**src/rtl/posit_decode_pipe.sv**
```systemverilog
// Two-stage posit field extractor: S1 registers sign, special flags and magnitude,
// S2 registers regime count, exponent, scale and hidden-bit-normalised mantissa.
module posit_decode_pipe #(
    parameter int unsigned N  = 32,
    parameter int unsigned ES = 2,
    parameter int unsigned RS = $clog2(N)
) (
    input  logic                    clk,
    input  logic                    rst_n,
    input  logic [N-1:0]            IN,
    input  logic                    in_valid,
    output logic                    in_ready,
    output logic                    Sign,
    output logic [RS:0]             R_O,
    output logic signed [RS+ES:0]   LE_O,
    output logic [ES-1:0]           E_O,
    output logic [N-1:0]            Mant,
    output logic                    zero,
    output logic                    inf,
    output logic                    out_valid,
    input  logic                    out_ready
);

    localparam int unsigned RW = RS + 1;
    localparam int unsigned LW = RS + ES + 1;
    localparam int unsigned FW = N - 1 - ES;
    localparam logic signed [LW-1:0] One = 1;

    logic         s1_valid;
    logic         s1_sign;
    logic         s1_zero;
    logic         s1_inf;
    logic [N-1:0] s1_a;

    logic s2_adv;
    logic s1_adv;

    assign s2_adv   = !out_valid || out_ready;
    assign s1_adv   = !s1_valid || s2_adv;
    assign in_ready = s1_adv;

    always_ff @(posedge clk or negedge rst_n) begin
        if (!rst_n) begin
            s1_valid <= 1'b0;
            s1_sign  <= 1'b0;
            s1_zero  <= 1'b0;
            s1_inf   <= 1'b0;
            s1_a     <= '0;
        end else if (s1_adv) begin
            s1_valid <= in_valid;
            if (in_valid) begin
                s1_sign <= IN[N-1];
                s1_zero <= (IN == '0);
                s1_inf  <= (IN == {1'b1, {(N-1){1'b0}}});
                s1_a    <= IN[N-1] ? -IN : IN;
            end
        end
    end

    logic                 r;
    logic [N-2:0]         x;
    logic [RW-1:0]        m;
    logic [N-2:0]         shifted;
    logic [ES-1:0]        e;
    logic signed [LW-1:0] m_s;
    logic signed [LW-1:0] k;
    logic signed [LW-1:0] le;

    always_comb begin
        r = s1_a[N-2];
        // Bits differing from the regime bit are 1; the highest one is the terminator.
        x = s1_a[N-2:0] ^ {(N-1){r}};
        m = RW'(N - 1);
        for (int i = 0; i < int'(N) - 1; i++) begin
            if (x[i]) begin
                m = RW'(N - 2 - i);
            end
        end
        // Shift out the regime run plus terminator; a full run shifts everything out.
        shifted = s1_a[N-2:0] << (m + RW'(1));
        e       = shifted[N-2 -: ES];
        m_s     = {{(LW-RW){1'b0}}, m};
        k       = r ? (m_s - One) : (-m_s);
        le      = (k <<< ES) + {{(LW-ES){1'b0}}, e};
    end

    always_ff @(posedge clk or negedge rst_n) begin
        if (!rst_n) begin
            out_valid <= 1'b0;
            Sign      <= 1'b0;
            R_O       <= '0;
            LE_O      <= '0;
            E_O       <= '0;
            Mant      <= '0;
            zero      <= 1'b0;
            inf       <= 1'b0;
        end else if (s2_adv) begin
            out_valid <= s1_valid;
            if (s1_valid) begin
                Sign <= s1_sign;
                zero <= s1_zero;
                inf  <= s1_inf;
                if (s1_zero || s1_inf) begin
                    R_O  <= '0;
                    LE_O <= '0;
                    E_O  <= '0;
                    Mant <= '0;
                end else begin
                    R_O  <= m;
                    LE_O <= le;
                    E_O  <= e;
                    Mant <= {1'b1, shifted[FW-1:0], {ES{1'b0}}};
                end
            end
        end
    end

endmodule

```
**config.mk**
```make
export PLATFORM = sky130hd
export DESIGN_NAME = posit_decode_pipe
export DESIGN_NICKNAME = d
export VERILOG_FILES = /design/src/rtl/posit_decode_pipe.sv
export SDC_FILE = /design/constraint.sdc
export NUM_CORES = 1
export LEC_CHECK = 0
export ABC_CLOCK_PERIOD_IN_PS = 5300
export BUFFER_PORTS_ARGS = -buffer_cell sky130_fd_sc_hd__buf_2
export CAP_MARGIN = 20
export CORE_MARGIN = 2
export CORE_UTILIZATION = 57
export CTS_CLUSTER_SIZE = 24
export DETAILED_ROUTE_END_ITERATION = 10
export GPL_ROUTABILITY_DRIVEN = 0
export HOLD_SLACK_MARGIN = 0.12
export PLACE_DENSITY_LB_ADDON = 0.1
export SYNTH_ARGS = -nofsm -noshare
export SYNTH_HDL_FRONTEND = slang
export SYNTH_SLANG_ARGS = --single-unit
```
**constraint.sdc**
```tcl
create_clock -name clk -period 5.3 [get_ports clk]
set_input_delay 0.795 -clock clk [delete_from_list [all_inputs] [get_ports clk]]
set_output_delay 0.795 -clock clk [all_outputs]
set_load 0.005 [all_outputs]
```
=== Word-level counts from Yosys, hierarchy flattened ===
Index checks and enable logic that the tools add are counted.

* Register bits after elaboration: 87
* Word-level logic and storage cells: 66

* $add $sub $neg: 5
* Mux-type cells: 37
* Bitwise gates (word level): 1
* Reduce and logical (&&, ||, !) cells: 8
* Equality and inequality tests: 1
* Shift operators: 1

{| class="wikitable"
|+ Operators with widths
! operator !! count
|-
| 6-bit two-way mux || 32
|-
| 32-bit equality test (second input constant) || 1
|-
| 32-bit zero test || 1
|-
| 32-bit two-way mux || 1
|-
| 31-bit two-way mux || 1
|-
| 31-bit negation || 1
|-
| 31-bit by 6-bit << shifter with 31-bit output || 1
|-
| 31-bit bitwise XOR || 1
|-
| 8-bit by 2-bit adder with 8-bit output || 1
|-
| 8-bit two-way mux || 1
|-
| 6-bit by 1-bit adder with 6-bit output (second input constant) || 1
|-
| 6-bit negation || 1
|-
| 6-bit by 1-bit subtractor with 6-bit output (second input constant) || 1
|-
| 2-bit AND reduction || 2
|-
| 1-bit logical OR || 3
|-
| 1-bit zero test || 2
|-
| 2-bit two-way mux || 1
|-
| 1-bit two-way mux || 1
|}

=== Logic depth before layout (Yosys ltp) ===
* Word-level depth: 36
* Depth in mapped cells: 19
* Depth with buffers taken out: 15

=== Worst setup path after synthesis ===
OpenSTA, ideal clock, no wires.

* Path type: reg-to-reg
* From: register s1_a[23]
* To: register Mant[26]
* Stages on the path, launching flop included: 17
* Period minus slack after synthesis: 4144 ps
* Arrival: 4015 ps
* Setup time: 129 ps
* Path slack: 1156 ps
* Data required time: 5171 ps
* Cell sequence: dfrtp_1 > or4_1 > nor3_1 > nor3_1 > a41o_1 > a21oi_4 > inv_2 > buf_4 > buf_4 > ha_1 > clkbuf_1 > clkinv_1 > clkbuf_1 > mux4_2 > mux2i_1 > o21ai_0 > a2111o_1

* Cells in the longest elaborated chain, start to end: 12

{| class="wikitable"
|+ RTL lines
! element !! RTL line !! RTL
|-
| from (decl) || 33 || <nowiki>logic [N-1:0] s1_a;</nowiki>
|-
| from (signal assigned) || 55 || <nowiki>s1_a <= IN[N-1] ? -IN : IN;</nowiki>
|-
| 31-bit bitwise XOR || 72 || <nowiki>x = s1_a[N-2:0] ^ {(N-1){r}};</nowiki>
|-
| 6-bit two-way mux (8 in series) || 75 || <nowiki>if (x[i]) begin</nowiki>
|-
| 6-bit by 1-bit adder with 6-bit output || 80 || <nowiki>shifted = s1_a[N-2:0] << (m + RW'(1));</nowiki>
|-
| 31-bit by 6-bit << shifter with 31-bit output * || 80 ||
|-
| 32-bit two-way mux * || 103 || <nowiki>if (s1_zero || s1_inf) begin</nowiki>
|-
| to (signal assigned) || 112 || <nowiki>Mant <= {1'b1, shifted[FW-1:0], {ES{1'b0}}};</nowiki>
|-
| to (decl) || 17 || <nowiki>output logic [N-1:0] Mant,</nowiki>
|}

Mark *: on every way between the ends. The rest lies on a longest branch, timed or not.
A chain may end at the register's enable or synchronous reset.

=== Worst setup path in the final report ===
* From: register s1_a[30]
* To: register Mant[23]

* Cells in the longest elaborated chain, start to end: 35

{| class="wikitable"
|+ RTL lines
! element !! RTL line
|-
| 31-bit bitwise XOR || 72
|-
| 1-bit two-way mux || 75
|-
| 6-bit two-way mux (30 in series) || 75
|-
| 6-bit by 1-bit adder with 6-bit output || 80
|-
| 31-bit by 6-bit << shifter with 31-bit output * || 80
|-
| 32-bit two-way mux * || 103
|}

Marked as above.

==> impl_metrics.yaml <==
worst_setup_path:
  cpPeakStageDelay_ns: 0.70
  path_max_fanout: 31
  cpMostUsedCell: "mux2i_1"
  crit_buf_inv: 2
  endpoint_kind: "flip-flop"
  critPathArrivalTime_ns: 4.98
  startpoint: "s1_a[30]$_DFFE_PN0P_"
  critical_path_class: "flip-flop to flip-flop"
  crit_family: "compound AO/OA/AOI/OAI gates"
  critical_path.slowest_cell: "dfrtp_1"
  regToRegStartpoint: "s1_a[30]$_DFFE_PN0P_"
  worst_r2r_endpoint: "Mant[23]$_DFFE_PN0P_"
  crit_chain: "or4_1 > o22ai_1 > a31oi_1 > a21o_1 > o21ai_0 > inv_1 > ha_1 > xnor2_2 > buf_4 > mux2i_1 > a32oi_1 > nand2_1 > mux2i_1 > a221o_1"
  start_kind: "flip-flop"
  regToRegSetupSlack_ns: 0.54
  worstPathRequired_ns: 5.52
  r2r_cells: 14
die:
  die_w_um: 111
  ios: 89
  start_util: 0.578
  rows: 39
  dieArea_um2: 12300
  core_area_um2: 11300
  die_y_um: 111
global_route:
  grt_pass1_wl_um: 29800
  globalRouteMet1Util: 0.395
  met3_usage: 0.0541
  grt_use_total: 0.296
  top_usage_layer: "met2"
  grt_antenna_before_repair: 0
  met2_usage: 0.473
  grt_pass1_vias: 5697
  overflow: 0
  grt_max_degree: 83
drt:
  wirelength_um: 18000
  viasPerCell: 6.48
  dr_total_vias: 6120
  post-route-drc-count: 0
  routedWlPerCell_um: 19.1
  firstDrtPassIters: 6
  final_antenna_net_count: 0
  drt_iter0_markers: 704
sta:
  worst_pin_slew_ns: 0.970
  tns_ns: 0
  rsz0062_at_grt: "false"
  clock_skew_ns: 0.00425
  period_minus_slack_ns: 4.76
  drv_slew: 0
  fin_crit_sh: 0.898
  finalHoldViolations: 0
  layout_setup_ws_ns: 0.542
  max_slew_margin: 0.351
  max_freq_ghz: 0.210
  hold-worst-slack_ns: 0.406
  final-setup-viol-count: 0
pwr:
  finalPower_mw: 3.52
  peakVddDrop_uv: 261
  power.density_nw_per_um2: 489
  p_leak_nw: 3.19
place:
  place_hpwl_um: 13100
  place_inst: 928
  placed_area_um2: 6890
  io_buffers: 85
  post-place-ws_ns: 0.665
cells_and_area:
  areaGrowthSynthToFinish_pct: 10.5
  final_core_util: 0.639
  mostFrequentLayoutCells: "nand2_1, buf_2, dfrtp_1"
  diodes: 0
  final_common_cell: "nand2_1"
  drive_gt1_frac: 0.190
  design_area_um2: 7210
  num-nets-final: 837
  stdcell_count: 944
synthesis:
  synth_cells: 761
  syn_area_per_cell_um2: 8.57
  synth_area_leader_cell: "dfrtp_1"
  synth_edf_count: 0
  ys.flop_type: "dfrtp_1"
  ys_warn_count: 0
  async_flop_share: 1.00
  synth_cell_types: 78
  yosysTopAreaCellShare: 0.315
  synth-seq-cells: 82
  synth_area_leaders: "dfrtp_1, mux2i_1, nand2_1, o21ai_0, mux4_2"
  ys_seq_area_frac: 0.315
  synth_area_um2: 6520
clock_tree:
  clock_latency_ns: 0.34
  numCtsBuffers: 9
  cts.clk_slew.worst_paths_ns: 0.06
  cts.repair.resized: 0
  cts_sinks: 82
  cts_root_buffer: "clkbuf_16"
  cts.hold.buffers_added: 0
  cts_tree: "built"
  clockBufferDepth: 2
  postCtsSetupRepairBufs: 0
  htreeDepth: 3
run:
  cap_violations: 0
run_status:
  outcome: "finished, final reports clean"
min_path:
  hold_path_class: "input port to asynchronous set/reset pin"
==> flip-flops by register name, summed over array words and instances, names as in the netlist <==
| signal | flops |
|---|---|
| zero | 1 |
| Mant | 30 |
| out_valid | 1 |
| s1_a | 31 |
| s1_inf | 1 |
| s1_valid | 1 |
| s1_sign | 1 |
| Sign | 1 |
| R_O | 5 |
| s1_zero | 1 |
| LE_O | 8 |
| inf | 1 |
==> where the power goes <==
| part | internal (mW) | switching [mW] | leakage, nW |
|---|---|---|---|
| combinational | 0.833 | 1.05 | 2.03 |
| clock | 0.374 | 0.240 | 0.142 |
| sequential | 0.798 | 0.233 | 1.02 |
| total | 2.00 | 1.52 | 3.19 |
==> cells by family after synthesis <==
logic type / synth area share
buffers and inverters: 0.0610
AOI/OAI and AO/OA: 0.229
and+or+nand+nor: 0.189
DFF: 0.315
xor gates and xnor gates: 0.0545
muxes: 0.143
adders and majority gates: 0.00768
other: 0.000575
==> Yosys cell counts, drive strengths merged (5+ instances only) <==
library cell	number
nand3	22
buf	30
nor3	13
o22ai	11
or4	13
nand2b	6
a22o	9
nor4	6
a32o	6
o21ai	73
a221o	9
xor2	30
xnor2	8
mux2i	54
nand2	118
mux4	13
nor2b	10
a21oi	23
inv	15
clkbuf	44
or3	15
a31oi	7
o31ai	9
a22oi	7
dfrtp	82
nor2	42
mux2	9
a2bb2oi	5
o211ai	5
nand4	5
==> cell type report <==
type | count | area (um^2)
Timing Repair Buffer | 97 | 538
Clock inverter | 3 | 40.0
Fill cell | 949 | 4070
Inverter | 16 | 60.1
Clock buffer | 12 | 246
Sequential cell | 82 | 2050
Multi-Input combinational cell | 591 | 4090
Tap cell | 143 | 179
==> worst max path at each step <==
stage	end	slack (ns)	cells past startpoint
5_1_grt	Mant[26]$_DFFE_PN0P_	0.20	14
6_report	Mant[23]$_DFFE_PN0P_	0.54	14
4_1_cts	Mant[23]$_DFFE_PN0P_	0.64	14
2_1_floorplan	Mant[26]$_DFFE_PN0P_	1.16	16
3_5_place_dp	Mant[23]$_DFFE_PN0P_	0.67	14
3_3_place_gp	Mant[23]$_DFFE_PN0P_	0.71	14
==> routing by layer <==
layer	vias to the layer above	routed length, um
li1	2866	-
met1	2866	7510
met2	322	8490
met3	66	1310
met4	0	741
met5	-	0
Note: power is estimated with default switching activity, not from simulation.
